===== src/rtl/e203_exu_muldiv_arb.sv =====
// -----------------------------------------------------------------------------
// e203_exu_muldiv_arb
//
// Two-requester arbiter and sequencer in front of the shared multi-cycle
// MUL/DIV unit. Requester 0 is the ALU issue path and requester 1 is the
// co-processor / long-pipe path. One operation is in flight at a time. The
// grant is round-robin when both requesters ask together. The accepted
// operation is launched to the unit, and its result is returned to the owner.
// A pipeline flush kills the operation in flight. If the unit still owes a
// result, that result is accepted later and thrown away.
//
// Optional feature (macro E203_MULDIV_ARB_WDT_EN):
//   A watchdog limits how long the block waits for the unit. After WDT_CYCLES
//   WAIT cycles the owner gets a response with rsp_err=1 and wdat=0. The late
//   result that arrives afterwards is accepted and discarded. Without the
//   macro, rsp_err is tied to 0 and WAIT lasts until the unit answers.
//
// Ports:
//   clk, rst                 clock, synchronous active-high reset
//   rX_valid / rX_ready      request handshake of requester X (X = 0, 1)
//   rX_rs1, rX_rs2, rX_op    operands and op code (0..7 = MUL..REMU)
//   rX_itag                  instruction tag, echoed on the response
//   rX_rsp_valid / _ready    response handshake of requester X
//   rX_rsp_wdat, _itag, _err response data, echoed tag, watchdog error
//   m_valid / m_ready        launch handshake towards the MUL/DIV unit
//   m_rs1, m_rs2, m_op, m_itag  launched operation
//   m_rsp_valid / m_rsp_ready   result handshake from the MUL/DIV unit
//   m_rsp_wdat               unit result data
//   flush_pulse              one-cycle pipeline flush
//   busy                     high whenever the sequencer is not idle
// -----------------------------------------------------------------------------
module e203_exu_muldiv_arb #(
    parameter int XLEN       = 32,
    parameter int ITAG_W     = 1,
    parameter int WDT_CYCLES = 64
) (
    input  logic              clk,
    input  logic              rst,

    input  logic              r0_valid,
    output logic              r0_ready,
    input  logic [XLEN-1:0]   r0_rs1,
    input  logic [XLEN-1:0]   r0_rs2,
    input  logic [2:0]        r0_op,
    input  logic [ITAG_W-1:0] r0_itag,
    output logic              r0_rsp_valid,
    input  logic              r0_rsp_ready,
    output logic [XLEN-1:0]   r0_rsp_wdat,
    output logic [ITAG_W-1:0] r0_rsp_itag,
    output logic              r0_rsp_err,

    input  logic              r1_valid,
    output logic              r1_ready,
    input  logic [XLEN-1:0]   r1_rs1,
    input  logic [XLEN-1:0]   r1_rs2,
    input  logic [2:0]        r1_op,
    input  logic [ITAG_W-1:0] r1_itag,
    output logic              r1_rsp_valid,
    input  logic              r1_rsp_ready,
    output logic [XLEN-1:0]   r1_rsp_wdat,
    output logic [ITAG_W-1:0] r1_rsp_itag,
    output logic              r1_rsp_err,

    output logic              m_valid,
    input  logic              m_ready,
    output logic [XLEN-1:0]   m_rs1,
    output logic [XLEN-1:0]   m_rs2,
    output logic [2:0]        m_op,
    output logic [ITAG_W-1:0] m_itag,
    input  logic              m_rsp_valid,
    output logic              m_rsp_ready,
    input  logic [XLEN-1:0]   m_rsp_wdat,

    input  logic              flush_pulse,
    output logic              busy
);

    typedef enum logic [2:0] {
        ST_IDLE  = 3'd0,
        ST_ISSUE = 3'd1,
        ST_WAIT  = 3'd2,
        ST_RESP  = 3'd3,
        ST_DRAIN = 3'd4
    } state_e;

    state_e              state_r;
    state_e              state_nxt_s;
    logic                last_grant_r;
    logic                owner_r;
    logic [XLEN-1:0]     rs1_r;
    logic [XLEN-1:0]     rs2_r;
    logic [2:0]          op_r;
    logic [ITAG_W-1:0]   itag_r;
    logic [XLEN-1:0]     wdat_r;

    logic                grant_s;
    logic                accept_s;
    logic                owner_rsp_ready_s;
    logic                late_drain_s;
    logic                wdt_fire_s;
    logic                err_s;
    logic                real_rsp_s;

    // The watchdog limit must be positive in every build.
    if (WDT_CYCLES < 1) begin : g_wdt_cfg_chk
        $error("WDT_CYCLES must be at least 1");
    end

    // Round-robin pick: on contention the requester not granted last time wins.
    always_comb begin
        if (r0_valid && r1_valid) begin
            grant_s = ~last_grant_r;
        end else if (r1_valid) begin
            grant_s = 1'b1;
        end else begin
            grant_s = 1'b0;
        end
    end

    // A flush in the same cycle blocks acceptance. Reset masks it as well.
    assign accept_s = ~rst & (state_r == ST_IDLE) & ~flush_pulse & (r0_valid | r1_valid);

    assign owner_rsp_ready_s = owner_r ? r1_rsp_ready : r0_rsp_ready;

    // A unit result that is not an orphan left over from a watchdog timeout.
    assign real_rsp_s = m_rsp_valid & ~late_drain_s;

`ifdef E203_MULDIV_ARB_WDT_EN
    localparam int WDT_W = $clog2(WDT_CYCLES + 1);

    logic [WDT_W-1:0] wdt_cnt_r;
    logic             late_drain_r;
    logic             err_r;

    assign late_drain_s = late_drain_r;
    assign err_s        = err_r;
    assign wdt_fire_s   = (state_r == ST_WAIT) & ~flush_pulse & ~real_rsp_s &
                          (wdt_cnt_r == WDT_W'(WDT_CYCLES - 1));

    // Watchdog counter and the flag that swallows the orphaned late result.
    always_ff @(posedge clk) begin
        if (rst) begin
            wdt_cnt_r    <= '0;
            late_drain_r <= 1'b0;
        end else begin
            if (state_r == ST_ISSUE) begin
                wdt_cnt_r <= '0;
            end else if (state_r == ST_WAIT) begin
                wdt_cnt_r <= wdt_cnt_r + WDT_W'(1);
            end
            if (wdt_fire_s) begin
                late_drain_r <= 1'b1;
            end else if (late_drain_r && m_rsp_valid) begin
                late_drain_r <= 1'b0;
            end
        end
    end
`else
    assign late_drain_s = 1'b0;
    assign wdt_fire_s   = 1'b0;
    assign err_s        = 1'b0;
`endif

    // Sequencer state register.
    always_ff @(posedge clk) begin
        if (rst) begin
            state_r <= ST_IDLE;
        end else begin
            state_r <= state_nxt_s;
        end
    end

    // Next-state logic. Flush has priority over every other event.
    always_comb begin
        state_nxt_s = state_r;
        case (state_r)
            ST_IDLE: begin
                if (accept_s) begin
                    state_nxt_s = ST_ISSUE;
                end else begin
                    state_nxt_s = ST_IDLE;
                end
            end
            ST_ISSUE: begin
                if (flush_pulse) begin
                    state_nxt_s = ST_IDLE;
                end else if (m_ready) begin
                    state_nxt_s = ST_WAIT;
                end else begin
                    state_nxt_s = ST_ISSUE;
                end
            end
            ST_WAIT: begin
                if (flush_pulse) begin
                    // Result already here: drop it. Otherwise it is still owed.
                    if (real_rsp_s) begin
                        state_nxt_s = ST_IDLE;
                    end else begin
                        state_nxt_s = ST_DRAIN;
                    end
                end else if (real_rsp_s || wdt_fire_s) begin
                    state_nxt_s = ST_RESP;
                end else begin
                    state_nxt_s = ST_WAIT;
                end
            end
            ST_RESP: begin
                if (flush_pulse || owner_rsp_ready_s) begin
                    state_nxt_s = ST_IDLE;
                end else begin
                    state_nxt_s = ST_RESP;
                end
            end
            ST_DRAIN: begin
                if (real_rsp_s) begin
                    state_nxt_s = ST_IDLE;
                end else begin
                    state_nxt_s = ST_DRAIN;
                end
            end
            default: begin
                state_nxt_s = ST_IDLE;
            end
        endcase
    end

`ifdef E203_MULDIV_ARB_WDT_EN
    // Response error flag: set by a watchdog timeout, cleared by a real result.
    always_ff @(posedge clk) begin
        if (rst) begin
            err_r <= 1'b0;
        end else if (wdt_fire_s) begin
            err_r <= 1'b1;
        end else if ((state_r == ST_WAIT) && real_rsp_s && !flush_pulse) begin
            err_r <= 1'b0;
        end
    end
`endif

    // Operation latch on acceptance and result latch at the end of WAIT.
    always_ff @(posedge clk) begin
        if (rst) begin
            last_grant_r <= 1'b1;
            owner_r      <= 1'b0;
            rs1_r        <= '0;
            rs2_r        <= '0;
            op_r         <= 3'd0;
            itag_r       <= '0;
            wdat_r       <= '0;
        end else begin
            if (accept_s) begin
                last_grant_r <= grant_s;
                owner_r      <= grant_s;
                rs1_r        <= grant_s ? r1_rs1  : r0_rs1;
                rs2_r        <= grant_s ? r1_rs2  : r0_rs2;
                op_r         <= grant_s ? r1_op   : r0_op;
                itag_r       <= grant_s ? r1_itag : r0_itag;
            end
            if ((state_r == ST_WAIT) && real_rsp_s && !flush_pulse) begin
                wdat_r <= m_rsp_wdat;
            end else if (wdt_fire_s) begin
                wdat_r <= '0;
            end
        end
    end

    assign r0_ready     = accept_s & ~grant_s;
    assign r1_ready     = accept_s &  grant_s;

    assign m_valid      = (state_r == ST_ISSUE) & ~flush_pulse & ~rst;
    assign m_rs1        = rs1_r;
    assign m_rs2        = rs2_r;
    assign m_op         = op_r;
    assign m_itag       = itag_r;
    assign m_rsp_ready  = ((state_r == ST_WAIT) | (state_r == ST_DRAIN) | late_drain_s) & ~rst;

    assign r0_rsp_valid = (state_r == ST_RESP) & ~owner_r;
    assign r1_rsp_valid = (state_r == ST_RESP) &  owner_r;
    assign r0_rsp_wdat  = r0_rsp_valid ? wdat_r : '0;
    assign r1_rsp_wdat  = r1_rsp_valid ? wdat_r : '0;
    assign r0_rsp_itag  = r0_rsp_valid ? itag_r : '0;
    assign r1_rsp_itag  = r1_rsp_valid ? itag_r : '0;
    assign r0_rsp_err   = r0_rsp_valid & err_s;
    assign r1_rsp_err   = r1_rsp_valid & err_s;

    assign busy         = (state_r != ST_IDLE);

endmodule


===== config.mk =====
export PLATFORM = sky130hd
export DESIGN_NAME = e203_exu_muldiv_arb
export DESIGN_NICKNAME = d
export VERILOG_FILES = /design/src/rtl/e203_exu_muldiv_arb.sv
export SDC_FILE = /design/constraint.sdc
export NUM_CORES = 1
export LEC_CHECK = 0
export ABC_AREA = 1
export CAP_MARGIN = 20
export CORE_MARGIN = 2
export CORE_UTILIZATION = 34
export CTS_BUF_LIST = sky130_fd_sc_hd__clkbuf_4 sky130_fd_sc_hd__clkbuf_8 sky130_fd_sc_hd__clkbuf_16
export DETAILED_ROUTE_END_ITERATION = 6
export GPL_TIMING_DRIVEN = 0
export PLACE_DENSITY = 0.78
export SKIP_CTS_REPAIR_TIMING = 1
export SYNTH_ARGS = -nofsm -noshare
export SYNTH_HDL_FRONTEND = slang
export SYNTH_SLANG_ARGS = --single-unit

===== constraint.sdc =====
create_clock -name clk -period 1.34 [get_ports clk]
set_input_delay 0.268 -clock clk [delete_from_list [all_inputs] [get_ports clk]]
set_output_delay 0.268 -clock clk [all_outputs]
set_load 0.02 [all_outputs]

==> results of run 1 <==
## cell families (layout without fill, tap and decap cells)
logic type	after synthesis	count (layout)	share of synthesized area (%)
buffers and inverters	110	450	10.1
AND/OR/NAND/NOR	446	446	35.8
other	1	3	0.0726
flip-flops	105	105	40.7
AO/OA/AOI/OAI	138	138	13.4
## state kept, by name, indices dropped and copies added (netlist names)
signal and count:
m_rs1 32, m_rs2 32, wdat_r 32, m_op 3
state_r 3, last_grant_r 1, m_itag 1, owner_r 1
## area by class of cell
cell class	count	share of cell area (%)
Antenna cell	1	0.0262
Buffer	64	4.98
Clock buffer	10	2.44
Clock inverter	4	0.734
Inverter	46	1.86
Multi-Input combinational cell	586	30.3
Sequential cell	105	22.0
Tap cell	188	2.46
Timing Repair Buffer	326	35.1
## worst register-to-register path, delay by kind of cell, from the launching register on
kind	cells	cell delay, ns
buffers and inverters	4	0.59
AOI/OAI and AO/OA	1	0.14
and+or+nand+nor	4	0.37
DFF	1	0.33
## cells in the mapped netlist, drive strengths merged
cell type / count
inv: 46
nor2: 88
buf: 40
nand2: 283
dfxtp: 105
clkbuf: 24
o21ai: 36
nand3: 74
conb: 1
a21oi: 102
or2: 1
## power by group through the flow
stage / clock (uW) / sequential (uW) / combinational (uW)
6_report: 2780 / 3270 / 1630
5_1_grt: 2950 / 3280 / 1780
4_1_cts: 2850 / 3280 / 1620
3_5_place_dp: 0 / 3350 / 1610
3_3_place_gp: 0 / 3340 / 1600
2_1_floorplan: 0 / 3460 / 596
## stage by stage
| stage | cell area, sq um | power (uW) | worst slack [ns] | setup TNS (ns) | std cells |
|---|---|---|---|---|---|
| final | 9550 | 7690 | -0.661 | -42.15 | 1330 |
| after global routing | 9550 | 8010 | -0.713 | -57.44 | 1330 |
| after CTS | 9210 | 7740 | -1.47 | -124.24 | 1319 |
| after detailed placement | 8910 | 4950 | -1.45 | -117.29 | 1305 |
| after global placement | 8910 | 4940 | -1.46 | -115.47 | 1305 |
| after floorplan | 5510 | 4050 | -0.161 | -6.65 | 801 |
## worst max-delay path by stage
stage | startpoint | endpoint | slack, ns | cells after the start
6_report | state_r[2] | r0_rsp_wdat[5] | -0.66 | 9
5_1_grt | state_r[2] | r0_rsp_wdat[5] | -0.71 | 9
4_1_cts | r0_valid | r0_ready | -1.47 | 7
3_5_place_dp | r0_valid | r0_ready | -1.45 | 7
3_3_place_gp | r0_valid | r0_ready | -1.46 | 7
2_1_floorplan | state_r[2] | r0_rsp_wdat[10] | -0.16 | 8
## metal layers
| metal | global-route usage, % | wire [um] | up-vias |
|---|---|---|---|
| met2 | 42.9 | 10600 | 255 |
| met4 | 8.14 | 371 | 2 |
| met5 | 0 | 13 | - |
| met3 | 6.53 | 1730 | 24 |
| li1 | - | - | 3199 |
| met1 | 27.0 | 7720 | 2842 |
==> results.md, run 1 <==
- Setup violators final: 144
- Critical path fanouts, max: 6
- Mean routed wirelength per cell: 15.3 um
- Status: finished with violations
- Post-detailed-route via-to-cell ratio: ~4.8
- Path type of the worst setup path: reg -> out
- Worst min-delay path startpoint: flush_pulse
- Cell breakdown of the critical path: inv_2 > nand2_4 > nor2_4 > inv_2 > or2_4 > buf_12 > clkbuf_16 > nor2_4 > buf_6
- Clock period minus final worst setup slack: approximately 2.0 ns
- Fraction of power consumed by combinational cells: 21.3%
- Synth Register Bits: between 100 and 150
- Die X: between 100 and 150 um
- Commonest cells after routing, fill and taps aside: 278 x nand2_1, 174 x clkdlybuf4s50_1, 102 x a21oi_1, 102 x dfxtp_1, 73 x nand3_1
- CP Capture Type: primary output
- Clock tree from TritonCTS: built
- Count of antenna-violating nets left after detailed routing: 0
- Synth area leader: dfxtp_1
- Top-area cell type share of the netlist area: about 41%
- Number of hold-slack violations in the final timing report: 0
- Synthesis-to-layout area growth: 85.0%
- TritonCTS Buffers: 9
- Unrepaired setup endpoints after global routing: yes
- Register-to-Register Path Depth: 9
- Clk pin slew, worst setup/hold paths: 0.07 ns
- Total of buffers placed on input and output ports: 316
- CP max stage cell: dfxtp_2
- Top delay family on crit path: buffers and inverters
- Number of max-slew violations in the final report: 0
- Antenna violations before repair: 2
- DIE AREA: 16,200 sq um
- Post-route worst setup slack: -0.661 ns
- Utilization of the core after routing: a little under two thirds
- Initial core utilization: around 34%
- Capture point of the worst reg-to-reg path: m_rs2[8]
- Fraction of power consumed by the clock network: 36.1%
- Setup crit start kind: flip-flop
- NumNets Final: 1,315
- Count of cell types in the netlist: 17
- Area taken by multi-input logic gates: 2900 sq um
- Via count of the first global-routing pass: 5,725
- Maximum level of the CTS H-tree: 3
- DRT Wirelength: 20,400 um
- P_sw: 1970 uW
- P_leak: a little under 0.005 uW
- Post-Syn Area: between 5000 and 6000 sq um
- Leading cell type in the layout, fill and taps excluded: nand2_1
- Maximum number of buffers from clock root to sink: 2
- Arr. time, crit path: between 1.5 and 2 ns
- Overflow left after global routing: 0
- Fraction of layout instances using a drive strength above 1: about a fifth
- Kind of path behind the tightest hold check: in -> reg
- Data required, critical path: 1.07 ns
- Sequential Area: 2110 sq um
- Count of cells along the worst hold path: 3
- P_int: 5710 uW
- Top area cells in the synthesized netlist: dfxtp_1 41%, nand2_1 21%, a21oi_1 9.9%
- Max Clock Freq: roughly 0.50 GHz
- Sequential power share: 42.6%
- Mean post-synth cell area: 6.45 sq um
- Worst skew pair latency: 0.35 ns
- Endpoint of the worst hold path: state_r[2]
- Failing checks: negative setup slack
- Wire length of the first global-routing pass: 30,000 um
- Post-route clock period utilization: 149%
- Portion of the post-synthesis area used by sequential elements: 40.7%
- Number of buffer and inverter stages on the critical path: 5
- I/O pins: 320
- Yosys warnings: 0
- Core outline area: 15,000 sq um
- Worst reg-to-reg setup slack: -0.18 ns
- Number of vias after detailed routing: about 6.3k
- Worst hold margin: 0.282 ns
- Net Sw Frac: 25.7%
- Ratio of total power to cell area: 805 nW/um^2
- Gr usage total: between 20% and 30%
- Worst setup skew after layout: 0.00854 ns
- Pre-antenna DRT Iters: 4
- Worst flop-to-flop path startpoint: state_r[0]
- Last weighted congestion value of the routability-driven placer: 0.908
- Filler Cell Count: 1,383
- Post-Syn Instances: 800
- Reported max-cap violation count: 0
- Total number of placement rows: 45
- Number of sinks handled by clock tree synthesis: 105
- Initial DRC count: about 230
- Die Span Y: 127 um
- Worst VDD drop: between 0.6 and 0.7 mV
- Worst-margin pin slew: 0.524 ns
- Longest individual stage delay on the worst path: 0.34 ns
- Clock root buffer: clkbuf_16
- DP Wirelength: between 15,000 and 20,000 um
- Tightest slew margin relative to the limit: 65.0%
- # DRC: 0
- Pin count of the biggest net entering global routing: 16
Power figures use the tool's default switching activity.
==> run 2, diff against run 1 <==
--- a/config.mk
+++ b/config.mk
@@ -6,7 +6,7 @@
 export NUM_CORES = 1
 export LEC_CHECK = 0
 export ABC_AREA = 1
-export CAP_MARGIN = 20
+export CAP_MARGIN = 10
 export CORE_MARGIN = 2
 export CORE_UTILIZATION = 34
 export CTS_BUF_LIST = sky130_fd_sc_hd__clkbuf_4 sky130_fd_sc_hd__clkbuf_8 sky130_fd_sc_hd__clkbuf_16
==> results of run 2 <==
Final layout, timing and power as in run 1 (identical DEF).
==> run 3, diff against run 2 <==
--- a/config.mk
+++ b/config.mk
@@ -13,6 +13,7 @@
 export DETAILED_ROUTE_END_ITERATION = 6
 export GPL_TIMING_DRIVEN = 0
 export PLACE_DENSITY = 0.78
+export REMOVE_ABC_BUFFERS = 1
 export SKIP_CTS_REPAIR_TIMING = 1
 export SYNTH_ARGS = -nofsm -noshare
 export SYNTH_HDL_FRONTEND = slang
==> run 3 against run 2 <==
  * The flow still finishes with violations (negative setup slack)
  * Register-to-register slack lost 0.26 ns
  * Combinational power up 29%
  * Worst setup slack worse by 0.058 ns
  * Sequential cell count unchanged
  * Cell area rose by 8.1%
  * Largest power group unchanged
==> results.md, run 3 (synthesis gave the netlist of run 1 again) <==
- P_leak: 0.00421 uW (was 0.00497 uW)
- TritonCTS Buffers: 9 (unchanged)
- Data required, critical path: 1.07 ns (about the same)
- Maximum level of the CTS H-tree: 3 (unchanged)
- Pre-antenna DRT Iters: 5 (was 4)
- Setup violators final: 242 (was 144)
- Initial DRC count: 344 (was 225)
- Total number of placement rows: 45 (unchanged)
- CP Capture Type: primary output (unchanged)
- DP Wirelength: 12,900 um (was 15,700 um)
- Last weighted congestion value of the routability-driven placer: 0.776 (was 0.908)
- Critical path fanouts, max: 8 (was 6)
- Post-route worst setup slack: -0.719 ns (was -0.661 ns)
- Arr. time, crit path: 1.79 ns (was 1.73 ns)
- Initial core utilization: 34.3% (unchanged)
- Worst min-delay path startpoint: rst (was flush_pulse)
- Unrepaired setup endpoints after global routing: yes (unchanged)
- P_sw: 2340 uW (was 1970 uW)
- Crit path from: owner_r (was state_r[2])
- Via count of the first global-routing pass: 5,455 (was 5,725)
- Worst-margin pin slew: 0.611 ns (was 0.524 ns)
- Tightest slew margin relative to the limit: 59.3% (was 65.0%)
- Clock period minus final worst setup slack: 2.06 ns (was 2.00 ns)
- DIE AREA: 16,200 sq um (unchanged)
- GRT met3 Usage: 7.24% (was 6.53%)
- Worst skew pair latency: 0.35 ns (about the same)
- Fraction of layout instances using a drive strength above 1: 26.6% (was 19.2%)
- Reported max-cap violation count: 0 (unchanged)
- Gr usage total: 21.8% (was 23.8%)
- Number of sinks handled by clock tree synthesis: 105 (unchanged)
- Synthesis-to-layout area growth: 100% (was 85.0%)
- Met2 layer usage reported by global route: 37.5% (was 42.9%)
- Worst VDD drop: 0.537 mV (was 0.654 mV)
- Fraction of power consumed by combinational cells: 26.6% (was 21.3%)
- Die Span Y: 127 um (unchanged)
- Worst hold margin: 0.244 ns (was 0.282 ns)
- DRT Wirelength: 25,500 um (was 20,400 um)
- Clock tree from TritonCTS: built (unchanged)
- Antenna violations before repair: 1 (was 2)
- Ratio of total power to cell area: 767 nW/um^2 (was 805 nW/um^2)
- Overflow left after global routing: 0 (unchanged)
- Max Clock Freq: 0.486 GHz (was 0.500 GHz)
- Final Total Pwr: 7920 uW (was 7690 uW)
- Fraction of power consumed by the clock network: 31.9% (was 36.1%)
- Die X: 127 um (unchanged)
- P_int: 5580 uW (was 5710 uW)
- Post-route clock period utilization: 154% (was 149%)
- Core outline area: 15,000 sq um (unchanged)
- Setup crit start kind: flip-flop (unchanged)
- Mean routed wirelength per cell: 19.1 um (was 15.3 um)
- Number of hold-slack violations in the final timing report: 0 (unchanged)
- Number of antenna repair diodes: 0 (was 1)
- Kind of path behind the tightest hold check: in -> reg (unchanged)
- Commonest cells after routing, fill and taps aside: 242 x nand2_1, 238 x clkdlybuf4s50_1, 101 x dfxtp_1, 73 x nand3_1, 73 x a21oi_1 (was 278 x nand2_1, 174 x clkdlybuf4s50_1, 102 x a21oi_1, 102 x dfxtp_1, 73 x nand3_1)
- # DRC: 0 (unchanged)
- Count of antenna-violating nets left after detailed routing: 0 (unchanged)
- Leading cell type in the layout, fill and taps excluded: nand2_1 (unchanged)
- Clk pin slew, worst setup/hold paths: 0.07 ns (about the same)
- NumNets Final: 1,317 (was 1,315)
- Worst setup skew after layout: 0.00766 ns (was 0.00854 ns)
- Failing checks: negative setup slack (unchanged)
- Post-detailed-route via-to-cell ratio: 5.05 (was 4.75)
- Sequential power share: 41.5% (was 42.6%)
- Most utilized layer in the global route result: met2 (unchanged)
- Maximum number of buffers from clock root to sink: 2 (unchanged)
- Net Sw Frac: 29.6% (was 25.7%)
- Utilization of the core after routing: 68.7% (was 63.5%)
- Number of max-slew violations in the final report: 0 (unchanged)
- Total of buffers placed on input and output ports: 317 (was 316)
- GR Layer Usage met1: 25.1% (was 27.0%)
- Pin count of the biggest net entering global routing: 76 (was 16)
- Worst flop-to-flop path startpoint: state_r[0] (unchanged)
- I/O pins: 320 (unchanged)
- Path type of the worst setup path: reg -> out (unchanged)
- Wire length of the first global-routing pass: 28,000 um (was 30,000 um)
- Status: finished with violations (unchanged)
- Number of vias after detailed routing: 6,728 (was 6,322)
- Clock root buffer: clkbuf_16 (unchanged)
## run 3: area by class of cell
cell class,instances,area (sq um)
Fill cell,1207,4710
Timing Repair Buffer,373,4010
Sequential cell,105,2110
Multi-Input combinational cell,601,3420
Inverter,46,219
Clock buffer,11,240
Tap cell,188,235
Clock inverter,5,32.5
Timing Repair inverter,4,60.1
## run 3: worst paths after layout
| check | endpoint | slack, ns | cells past startpoint |
|---|---|---|---|
| worst max-delay path | r0_rsp_wdat[0] | -0.72 | 4 |
| worst min-delay path | m_rs1[21] | 0.24 | 2 |
| worst max register to register | m_rs1[28] | -0.44 | 11 |
| worst min register to register | m_rs2[26] | 0.47 | 2 |
## run 3: metrics by stage
stage                     setup TNS (ns)  setup WS (ns)  cell area (sq um)  instances
after CTS                        -238.05          -2.11               8630       1264
after floorplan                  -197.29          -2.25               4820        737
after detailed placement         -230.42          -2.11               8350       1248
final                             -90.19         -0.719              10300       1333
after global routing             -101.66         -0.755              10300       1333
after global placement           -578.94          -5.42               8230       1242
## run 3: critical path, cell delays in order (launching register included)
cell       delay (ns)
dfxtp_1          0.67
or2_4            0.35
clkbuf_16        0.22
nor2_2           0.04
buf_4            0.15
## run 3: power by group through the flow
stage | sequential [uW] | combinational [uW] | clock [uW]
after floorplan | 3460 | 475 | 0
after global placement | 3340 | 1530 | 0
after detailed placement | 3350 | 1540 | 0
after CTS | 3270 | 1550 | 2550
after global routing | 3300 | 2240 | 2700
final | 3290 | 2100 | 2530
## run 3: routing by layer
| metal | vias up | wire (um) |
|---|---|---|
| met2 | 312 | 12700 |
| li1 | 3231 | - |
| met4 | 2 | 823 |
| met5 | - | 11 |
| met1 | 3131 | 9930 |
| met3 | 52 | 1960 |
